## src/rtl/bus_arb_pkg.sv

```systemverilog
// Shared definitions for the 4-master bus arbiter (bus_arb4) and its
// round-robin picker (rr_pick4).
package bus_arb_pkg;

    localparam int NUM_M = 4;

    typedef enum logic {
        IDLE = 1'b0,
        BUSY = 1'b1
    } state_t;

    // Read data returned to a master whose transfer was cut off by the timeout.
    localparam logic [31:0] TIMEOUT_RDATA = 32'hDEADBEEF;

endpackage

```

## src/rtl/rr_pick4.sv

```systemverilog
// Combinational round-robin picker: returns the lowest-index requester
// strictly above i_last, wrapping 3 -> 0. i_last itself is considered last.
module rr_pick4
    import bus_arb_pkg::*;
(
    input  logic [3:0] i_req,
    input  logic [1:0] i_last,
    output logic [1:0] o_idx,
    output logic       o_any
);

    // Walk offsets from farthest to nearest so the nearest requester wins.
    always_comb begin
        logic [1:0] w_cand;
        o_any  = |i_req;
        o_idx  = i_last;
        w_cand = i_last;
        for (int k = NUM_M; k >= 1; k--) begin
            w_cand = i_last + 2'(k);
            if (i_req[w_cand]) begin
                o_idx = w_cand;
            end
        end
    end

endmodule

```

## src/rtl/bus_arb4.sv

```systemverilog
// bus_arb4: round-robin arbiter, four masters onto one slave port.
// Two-state FSM (IDLE picks and registers a grant, BUSY forwards the granted
// master's request until s_ready or until the master withdraws).
// Optional feature: define BUS_ARB4_TIMEOUT_EN to add a stall timeout that
// completes the transfer with m_err and TIMEOUT_RDATA after TIMEOUT_CYCLES.
module bus_arb4
    import bus_arb_pkg::*;
#(
    parameter int TIMEOUT_CYCLES = 255
) (
    input  logic         clk,
    input  logic         resetn,
    input  logic [3:0]   m_valid,
    output logic [3:0]   m_ready,
    input  logic [127:0] m_addr,
    input  logic [127:0] m_wdata,
    input  logic [15:0]  m_wstrb,
    output logic [31:0]  m_rdata,
    output logic         s_valid,
    input  logic         s_ready,
    output logic [31:0]  s_addr,
    input  logic [31:0]  s_rdata,
    output logic [31:0]  s_wdata,
    output logic [3:0]   s_wstrb,
`ifdef BUS_ARB4_TIMEOUT_EN
    output logic         m_err,
`endif
    output logic [1:0]   grant
);

    state_t      r_state;
    state_t      w_state_next;
    logic [1:0]  r_grant;
    logic [1:0]  w_pick;
    logic        w_any;
    logic        w_done;
    logic        w_timeout;

    logic [31:0] w_addr  [NUM_M];
    logic [31:0] w_wdata [NUM_M];
    logic [3:0]  w_wstrb [NUM_M];

    if (TIMEOUT_CYCLES < 1) begin : g_bad_timeout
        $error("bus_arb4: TIMEOUT_CYCLES must be at least 1");
    end

    // Unpack the per-master fields once so the mux below is a plain index.
    for (genvar gi = 0; gi < NUM_M; gi++) begin : g_unpack
        assign w_addr[gi]  = m_addr[32*gi +: 32];
        assign w_wdata[gi] = m_wdata[32*gi +: 32];
        assign w_wstrb[gi] = m_wstrb[4*gi +: 4];
    end

    rr_pick4 u_pick (
        .i_req  (m_valid),
        .i_last (r_grant),
        .o_idx  (w_pick),
        .o_any  (w_any)
    );

    assign grant   = r_grant;
    assign s_addr  = w_addr[r_grant];
    assign s_wdata = w_wdata[r_grant];
    assign s_wstrb = w_wstrb[r_grant];

`ifdef BUS_ARB4_TIMEOUT_EN
    localparam int CNT_W = $clog2(TIMEOUT_CYCLES + 1);

    logic [CNT_W-1:0] r_cnt;

    // Count stalled BUSY cycles; held at zero in IDLE so each grant starts fresh.
    always_ff @(posedge clk or negedge resetn) begin
        if (!resetn) begin
            r_cnt <= '0;
        end else if (r_state == IDLE) begin
            r_cnt <= '0;
        end else if (!s_ready) begin
            r_cnt <= r_cnt + 1'b1;
        end
    end

    // Fires in the TIMEOUT_CYCLES-th consecutive stalled BUSY cycle.
    assign w_timeout = (r_state == BUSY) && m_valid[r_grant] && !s_ready &&
                       (r_cnt == CNT_W'(TIMEOUT_CYCLES - 1));
    assign m_err     = w_timeout;
    assign m_rdata   = w_timeout ? TIMEOUT_RDATA : s_rdata;
`else
    assign w_timeout = 1'b0;
    assign m_rdata   = s_rdata;
`endif

    // State and grant registers; grant only moves when a new request is accepted.
    always_ff @(posedge clk or negedge resetn) begin
        if (!resetn) begin
            r_state <= IDLE;
            r_grant <= 2'd3;
        end else begin
            r_state <= w_state_next;
            if (r_state == IDLE && w_any) begin
                r_grant <= w_pick;
            end
        end
    end

    // Next-state and slave/master handshake decode.
    always_comb begin
        w_state_next = r_state;
        s_valid      = 1'b0;
        w_done       = 1'b0;
        m_ready      = '0;
        case (r_state)
            IDLE: begin
                if (w_any) begin
                    w_state_next = BUSY;
                end
            end
            BUSY: begin
                s_valid = m_valid[r_grant];
                if (!m_valid[r_grant]) begin
                    w_state_next = IDLE;            // master withdrew: abort silently
                end else if (s_ready || w_timeout) begin
                    w_done       = 1'b1;
                    w_state_next = IDLE;
                end
            end
            default: w_state_next = IDLE;
        endcase
        m_ready[r_grant] = w_done;
    end

endmodule

```

## config.mk

```make
export PLATFORM = sky130hd
export DESIGN_NAME = bus_arb4
export DESIGN_NICKNAME = d
export VERILOG_FILES = /design/src/rtl/bus_arb_pkg.sv /design/src/rtl/rr_pick4.sv /design/src/rtl/bus_arb4.sv
export SDC_FILE = /design/constraint.sdc
export NUM_CORES = 1
export LEC_CHECK = 0
export CAP_MARGIN = 40
export CORE_AREA = 2 2 163 165
export DETAILED_ROUTE_END_ITERATION = 8
export DIE_AREA = 0 0 165 167
export GPL_TIMING_DRIVEN = 0
export PLACE_DENSITY = 0.41
export REMOVE_ABC_BUFFERS = 1
export SLEW_MARGIN = 30
export SYNTH_ARGS = -nofsm -noshare
export SYNTH_HDL_FRONTEND = slang
export SYNTH_SLANG_ARGS = --single-unit
```

## constraint.sdc

```tcl
create_clock -name clk -period 5.85 [get_ports clk]
set_input_delay 0.585 -clock clk [delete_from_list [all_inputs] [get_ports clk]]
set_output_delay 0.585 -clock clk [all_outputs]
set_load 0.05 [all_outputs]
```

Yosys cells after proc, flatten, opt, wreduce, memory -nomap -nowiden --
Index checks and enable logic that the tools add are counted.
Operators by class: add/subtract/negate cells 3, order comparisons 6, multiplexer cells 30, bitwise logic cells 3, reduce and logical (&&, ||, !) cells 5
Operators by type and width (number):
- 32-bit binary-select mux with 2-bit select | 2
- 32-bit two-way mux | 4
- 2-bit by 3-bit less-than comparator with 1-bit output (second input constant) | 4
- 1-bit two-way mux | 12
- 1-bit binary-select mux with 2-bit select | 4
- 4-bit binary-select mux with 2-bit select | 1
- 4-bit two-way mux | 2
- 2-bit two-way mux | 3
- 2-bit adder (second input constant) | 2
- 4-bit AND | 1
- 4-bit OR reduction | 1
- 3-bit >= comparator (second input constant) | 1
- 2-bit inverter with 3-bit output | 1
- 3-bit nonzero test | 1
- 2-bit by 1-bit adder with 2-bit output (second input constant) | 1
- 1-bit demux with 2-bit select | 1
- 2-bit by 1-bit >= comparator with 1-bit output (second input constant) | 1
- 1-bit logical AND | 2
- 1-bit one-hot mux with 2 select lines | 1
- 2-bit AND reduction | 1
- 1-bit inverter | 1
Storage, ports and cells: bits in registers 3, input port bits 311, output and inout port bits 107, word-level logic and storage cells 49

Depth between registers and ports, before layout --
Gate-level depths: netlist of the first run.
word-level depth 6, mapped depth 7, depth with buffers taken out 5

Cells and area by module --
A second synthesis of the first run with hierarchy kept.
Second synthesis, totals: cells, all modules 148, area total of the unflattened synthesis 2167.1 um2
Modules (own cells, without submodules):
- bus_arb4 | times used 1, cells each 134, area an instance 2094.5 um2, sequential area each 77.6 um2
- rr_pick4 | times used 1, cells each 14, area an instance 72.6 um2, sequential area each 0.0 um2

Worst setup path after synthesis of the first run --
Ideal clock, no wire load.
path kind reg-to-output, start register r_grant[0] (netlist: grant[0]), end output port s_addr[0], arrival time 1.798 ns, data required time 5.265 ns, path slack 3.467 ns, cell stages (with the launch flop) 4, path buffers 2, path through dfstp_2 buf_6 buf_4 mux4_2
Between the ends: word-level cells in the longest chain between the ends 4
RTL lines:
- start, declared | RTL line bus_arb4.sv:33 | logic [1:0] r_grant;
- start signal, assigned | RTL line bus_arb4.sv:100 | r_grant <= w_pick;
- 2-bit inverter with 3-bit output (not written as such) | RTL line bus_arb4.sv:62 | assign s_addr = w_addr[r_grant];
- 32-bit binary-select mux with 2-bit select | RTL line bus_arb4.sv:62
- 32-bit two-way mux (not written as such) (2 in series) | RTL line bus_arb4.sv:62
- end, declared | RTL line bus_arb4.sv:21 | output logic [31:0] s_addr,
Every way passes these cells. The select of a mux whose other input is x is not followed.

Final worst setup path of the first run --
start register r_grant[1] (netlist: grant[1]), end output port m_ready[3]
Between the ends: word-level cells in the longest chain between the ends 5, elaborated cells between the ends (all ways) 10, classes of those cells 2 x order compare; 6 x mux; 1 x bitwise; 1 x reduce/logical
RTL lines:
- 2-bit by 3-bit less-than comparator with 1-bit output (not written as such) (tied with other cells) | RTL line bus_arb4.sv:128 | m_ready[r_grant] = w_done;
- 1-bit logical AND (not written as such) / 1-bit two-way mux (equally long branches) | RTL line bus_arb4.sv:128, bus_arb4.sv:119
- 1-bit two-way mux, on equally long branches | RTL line bus_arb4.sv:128, bus_arb4.sv:119
- 1-bit demux with 2-bit select / 1-bit two-way mux (equally long branches) | RTL line bus_arb4.sv:128, bus_arb4.sv:111
- 4-bit AND (no source line) (*)
- end, declared | RTL line bus_arb4.sv:14 | output logic [3:0] m_ready,
Mark *: on every way between the ends. The rest lies on a longest branch, timed or not. The select of a mux whose other input is x is not followed.

==> results_dict.tcl, run 1 <==
set metrics [dict create \
    cts_repair_resize_count 0 \
    number_of_ports_placed_on_the_die_boundary 418 \
    initial_utilization_pct 8.86 \
    grt_pass1_vias 3380 \
    cts_tree "yes" \
    synth_compound_area_share_pct 3.95 \
    netlist_instances 159 \
    die_height_um 167 \
    synth_fa_ha_area_share_pct 2.19 \
    cts.path.max_buffers 2 \
    critical_path_required_ns 5.27 \
    viasPerCell 3.69 \
    antenna_cells 0 \
    register_bit_total_from_synthesis 3 \
    antenna_found_initial 0 \
    worstReg2RegEnd "grant[0]" \
    die-width_um 165 \
    insertion_delay_ns 0.22 \
    setup-tns-final_ns 0 \
    met3RoutedLength_um 2420 \
    ir_drop_mv 0.363 \
    finalSetupViolations 0 \
    cts_hold_buffers 0 \
    critical_path_at_ns 2.88 \
    yosys.area_share.xor_xnor_pct 0 \
    worst_path_maximum_fanout 45 \
    hold_violations 0 \
    dr.max_layer_used "met5" \
    grt_start_max_net_pins 46 \
    grt_setup_unrepaired "no" \
    grt_pass1_wl_um 24000 \
    place_worst_setup_slack_ns 2.47 \
    final_nets 787 \
    met2_length_um 8540 \
    timing.rr.start "grant[1]" \
    yosys.area_share.simple_pct 3.29 \
    cts.root.buffer_cell "sky130_fd_sc_hd__clkbuf_16" \
    cts_made_buffers 3 \
    min_period_ns 3.46 \
    total_congestion_overflow 0 \
    maxClockFrequency_mhz 289 \
    synth_top_family_by_area "multiplexers" \
    mostFrequentLayoutCells "sky130_fd_sc_hd__clkdlybuf4s50_1, sky130_fd_sc_hd__mux4_2, sky130_fd_sc_hd__inv_1" \
    critPathLaunchType "flop" \
    tightest_slew_ns 0.715 \
    grt_usage_pct 12.0 \
    detail_route.first_pass.iterations 6 \
    vias 2975 \
    rows 59 \
    buffers_inserted_during_post_cts_setup_optimization 0 \
    min-delay-path-class "input port to async pin" \
    postRouteWirelength_um 17900 \
    routabilityCongestion 0.820 \
    detailed_place_hpwl_um 15800 \
    synth_area_sq_um 2280 \
    final_critical_path_setup_slack_ns 2.39 \
    timing_max_transition_violations_final 0 \
    yosys-mux-area-fraction_pct 70.8 \
    leakage_nw 2.09 \
    critPathKind "flop to output port" \
    drc_errors 0 \
    worst_setup_path_end_kind "output port" \
    drive_above_1_share_pct 17.8 \
    layout-area-overhead-vs-synth_pct 165 \
    drt-wirelength-per-cell_um 22.2 \
    min_period_over_period_pct 59.2 \
    maxCapViolations 0 \
    finalHoldWorstSlack_ns 0.547 \
    layout_commonest_cell "sky130_fd_sc_hd__clkdlybuf4s50_1" \
    core_footprint_sq_um 25800 \
    layout_fillers 2715 \
    avgSynthCellArea_sq_um 14.4 \
    antenna_left 0 \
    synth_seq_area_share_pct 3.40 \
    power_density_nw_per_um2 480 \
    relSlewSlack_pct 52.2 \
    reg2reg_slack_ns 3.40 \
    clock_sinks 3 \
    r2r_cells 6 \
    port_buffers 353 \
    met1Wirelength_um 6780 \
    floorplan.die_area_sq_um 27600 \
    finClkSkew_ns 0.000347 \
    ys_types 28 \
    run_status "completed" \
    drt_iter0_markers 82 \
    clock_tree.htree_level_count 1 \
    yosysWarningCount 0 \
    clk_pin_slew_worst_paths_ns 0.03 \
]
[final cells by class]
class / count / area (sq um) / area share, %
inverter: 6 / 22.5 / 0.372
sequential: 3 / 85.1 / 1.41
timing repair buffer: 356 / 3620 / 59.7
tap: 335 / 419 / 6.92
multi-input combinational: 102 / 1830 / 30.3
clock buffer: 4 / 78.8 / 1.30
[worst max-delay path: stages (launching register included)]
cell and delay (ns):
sky130_fd_sc_hd__dfstp_4 0.90, sky130_fd_sc_hd__buf_16 0.28, sky130_fd_sc_hd__mux4_2 0.37, sky130_fd_sc_hd__and3_4 0.22
sky130_fd_sc_hd__and2_1 0.15, sky130_fd_sc_hd__clkdlybuf4s50_1 0.72
[synth_stat cells, drive strengths merged]
cell type / instances / area share, %
buf: 48 / 15
a2111oi: 1 / 0.38
o21ai: 2 / 0.44
mux2: 2 / 0.99
inv: 6 / 0.99
a21oi: 4 / 0.88
dfstp: 2 / 2.3
and2: 5 / 1.4
mux4: 69 / 68
nor3b: 1 / 0.33
o22ai: 1 / 0.27
a22oi: 1 / 0.33
a31oi: 1 / 0.27
o21a: 1 / 0.33
and3: 1 / 0.49
nor2: 1 / 0.16
dfrtp: 1 / 1.1
nor3: 1 / 0.22
mux2i: 4 / 1.8
nor4b: 1 / 0.66
a311oi: 1 / 0.66
ha: 4 / 2.2
o221ai: 1 / 0.38
[layer usage]
layer / global-route usage (%) / vias up
met4: 0.227 / 2
met5: 3.82 / -
li1: - / 1289
met1: 14.2 / 1469
met3: 5.70 / 2
met2: 20.5 / 213
[metrics by stage]
step,power [mW],area [sq um],utilization (%),cells
after floorplan,1.85,1930,-,111
after global placement,2.80,5880,22.8,799
after detailed placement,2.83,5970,23.2,802
after CTS,2.96,6050,23.5,806
after global routing,3.05,6050,23.5,806
final,2.91,6050,23.5,806
[logic make-up (layout without fill, tap and decap cells)]
group	Yosys count	after routing
AOI/OAI and AO/OA	13	13
adders and majority gates	4	4
buffers and inverters	54	366
DFF	3	3
muxes	75	75
and+or+nand+nor	10	10
[worst max path at each step]
stage,startpoint,to,slack (ns)
global route,grant[1],m_ready[0],2.24
CTS,grant[1],m_ready[0],2.29
global placement,grant[0],m_ready[0],1.04
finish,grant[1],m_ready[3],2.39
detailed placement,m_valid[3],m_ready[0],2.47
floorplan,grant[0],m_ready[0],1.98
[sequential cells by signal (all words and copies together), names as in the netlist]
name     count
grant        2
r_state      1
[power breakdown]
| part | leakage, nW | switching (mW) | internal (mW) |
|---|---|---|---|
| registers | 0.0330 | 0.0762 | 0.0441 |
| clock network | 0.0382 | 0.0178 | 0.0899 |
| logic | 2.02 | 1.54 | 1.14 |
| total | 2.09 | 1.64 | 1.27 |
Note: power is estimated with default switching activity, not from simulation.
==> run 2: changes to the inputs <==
--- a/config.mk
+++ b/config.mk
@@ -6,11 +6,11 @@
 export NUM_CORES = 1
 export LEC_CHECK = 0
 export CAP_MARGIN = 40
-export CORE_AREA = 2 2 163 165
+export CORE_AREA = 2 2 161 163
 export DETAILED_ROUTE_END_ITERATION = 8
-export DIE_AREA = 0 0 165 167
+export DIE_AREA = 0 0 163 165
 export GPL_TIMING_DRIVEN = 0
-export PLACE_DENSITY = 0.41
+export PLACE_DENSITY = 0.42
 export REMOVE_ABC_BUFFERS = 1
 export SLEW_MARGIN = 30
 export SYNTH_ARGS = -nofsm -noshare
==> constraint.sdc (replaced) <==
create_clock -name clk -period 3.4 [get_ports clk]
set_input_delay 0.34 -clock clk [delete_from_list [all_inputs] [get_ports clk]]
set_output_delay 0.34 -clock clk [all_outputs]
set_load 0.05 [all_outputs]
==> run 2 against run 1 <==
Non-clock buffer count did not move. Critical path type unchanged. Final cell count fell by 0.62%. Global-route usage decreased by 1.5 points. Clock power is 72% higher. Sequential power increased by 89%. First-iteration DRC count grew 50%. Sequential share of layout area barely moved. Hold slack got worse by 0.24 ns. Setup slack worse by 2.3 ns. Highest routed layer unchanged. Via count is 1.6% higher. Flip-flop and latch count is the same.
==> results_dict.tcl, run 2 (synthesis gave the netlist of run 1 again) <==
set metrics [dict create \
    run_status "completed" \
    die_height_um 165 \
    cts.root.buffer_cell "sky130_fd_sc_hd__clkbuf_16" \
    drc_errors 0 \
    cts_tree "yes" \
    relSlewSlack_pct 58.8 \
    postRouteWirelength_um 15700 \
    worstSetupStartpoint "grant[0]" \
    r2r_cells 6 \
    hold_violations 0 \
    rows 58 \
    initial_utilization_pct 9.12 \
    insertion_delay_ns 0.22 \
    vias 3023 \
    setup-tns-final_ns 0 \
    multi_input_comb_area_sq_um 1830 \
    timing_max_transition_violations_final 0 \
    drt-wirelength-per-cell_um 19.7 \
    total_congestion_overflow 0 \
    ir_drop_mv 0.345 \
    grt_pass1_vias 3397 \
    critPathLaunchType "flop" \
    clock_power_share_pct 3.7 \
    clock_tree.htree_level_count 1 \
    grt_setup_unrepaired "no" \
    worstReg2RegEnd "grant[0]" \
    floorplan.die_area_sq_um 26900 \
    postLayoutCoreUtil_pct 24.2 \
    reg2reg_slack_ns 1.13 \
    detail_route.first_pass.iterations 4 \
    drt_iter0_markers 123 \
    worst_path_maximum_fanout 32 \
    antenna_left 0 \
    layout-area-overhead-vs-synth_pct 165 \
    finClkSkew_ns 0.000138 \
    clock_sinks 3 \
    internal-power_mw 2.18 \
    power_density_nw_per_um2 823 \
    viasPerCell 3.77 \
    dpl_cell_area_sq_um 5960 \
    power.switching_fraction_pct 56.3 \
    cts.path.max_buffers 2 \
    core_footprint_sq_um 25000 \
    tightest_slew_ns 0.615 \
    critPathKind "flop to output port" \
    timing.rr.start "grant[0]" \
    switching_power_mw 2.80 \
    layout_fillers 2677 \
    worst_setup_path_end_kind "output port" \
    cts_hold_buffers 0 \
    final_nets 787 \
    routabilityCongestion 0.748 \
    leakage_nw 2.14 \
    final_area_sq_um 6050 \
    min_period_over_period_pct 96.4 \
    p_comb_share_pct 91.7 \
    min-delay-path-class "input port to async pin" \
    sequential_cell_area_sq_um 85.1 \
    critical_path_required_ns 3.06 \
    detailed_place_hpwl_um 13800 \
    sequentialPowerShare_pct 4.6 \
    grt_start_max_net_pins 42 \
    drive_above_1_share_pct 17.8 \
    cts_made_buffers 3 \
    layout_commonest_cell "sky130_fd_sc_hd__clkdlybuf4s50_1" \
    number_of_ports_placed_on_the_die_boundary 418 \
    crit_path_to "m_ready[3]" \
    mostFrequentLayoutCells "sky130_fd_sc_hd__clkdlybuf4s50_1, sky130_fd_sc_hd__mux4_2, sky130_fd_sc_hd__inv_1" \
    critical_path_at_ns 2.94 \
    antenna_cells 0 \
    grt_usage_pct 10.6 \
    grt_pass1_wl_um 21300 \
    die-width_um 163 \
    antenna_found_initial 3 \
    clk_pin_slew_worst_paths_ns 0.03 \
    finalSetupViolations 0 \
    flip_flop_count_of_the_largest_register_after_layout 2 \
    min_period_ns 3.28 \
    maxClockFrequency_mhz 305 \
    port_buffers 353 \
    maxCapViolations 0 \
]
==> run 2: cell types whose count changed in the layout (fill, tap and decap cells not counted), sizes merged <==
cell           change
dlymetal6s2s       +3
clkdlybuf4s50      -3
==> run 2: worst min-delay path by stage <==
stage	slack, ns	startpoint	cells after the start	end
after detailed placement	0.54	resetn	1	r_state
after CTS	0.31	resetn	1	r_state
after floorplan	0.04	resetn	0	r_state
after global placement	0.54	resetn	1	r_state
after global routing	0.33	resetn	1	r_state
final	0.31	resetn	1	r_state
==> run 2: what timing repair did <==
| action | 4_1_cts | 5_1_grt |
|---|---|---|
| setup buffers | 0 | 0 |
| gates resized for setup | 0 | 3 |
| endpoints found under the setup margin | 0 | 3 |
==> run 2: per-stage QoR <==
| step | instances | hold slack (ns) | worst slack (ns) | total power, mW |
|---|---|---|---|---|
| global route | 801 | 0.330 | 0.00306 | 5.21 |
| floorplan | 111 | 0.0444 | -0.220 | 3.19 |
| detailed placement | 797 | 0.542 | 0.308 | 4.86 |
| CTS | 801 | 0.312 | 0.0719 | 5.07 |
| global placement | 794 | 0.537 | -1.18 | 4.84 |
| finish | 801 | 0.310 | 0.123 | 4.98 |
==> run 2: final cells by class <==
type | count | area share [%]
Timing Repair Buffer | 356 | 59.8
Multi-Input combinational cell | 102 | 30.3
Tap cell | 330 | 6.83
Sequential cell | 3 | 1.41
Clock buffer | 4 | 1.30
Inverter | 6 | 0.372
==> run 2: worst max-delay path, cell delays in order, from the launching register on <==
cell	delay [ns]
sky130_fd_sc_hd__dfstp_4	0.79
sky130_fd_sc_hd__buf_16	0.27
sky130_fd_sc_hd__mux4_2	0.57
sky130_fd_sc_hd__and3_4	0.21
sky130_fd_sc_hd__and2_1	0.15
sky130_fd_sc_hd__clkdlybuf4s50_1	0.71
==> run 2: power groups by stage <==
stage               Clock [mW]  Combinational (mW)  Sequential [mW]
floorplan                    0                2.75            0.436
global placement             0                4.30            0.540
detailed placement           0                4.62            0.239
CTS                      0.188                4.64            0.238
global route             0.195                4.76            0.248
finish                   0.186                4.56            0.227
==> run 2: routing by layer <==
metal / routed length, um / global-route usage [%]
met5: 37 / 0.568
met1: 5770 / 12.0
met4: 97 / 1.25
met3: 2080 / 4.92
met2: 7760 / 18.5
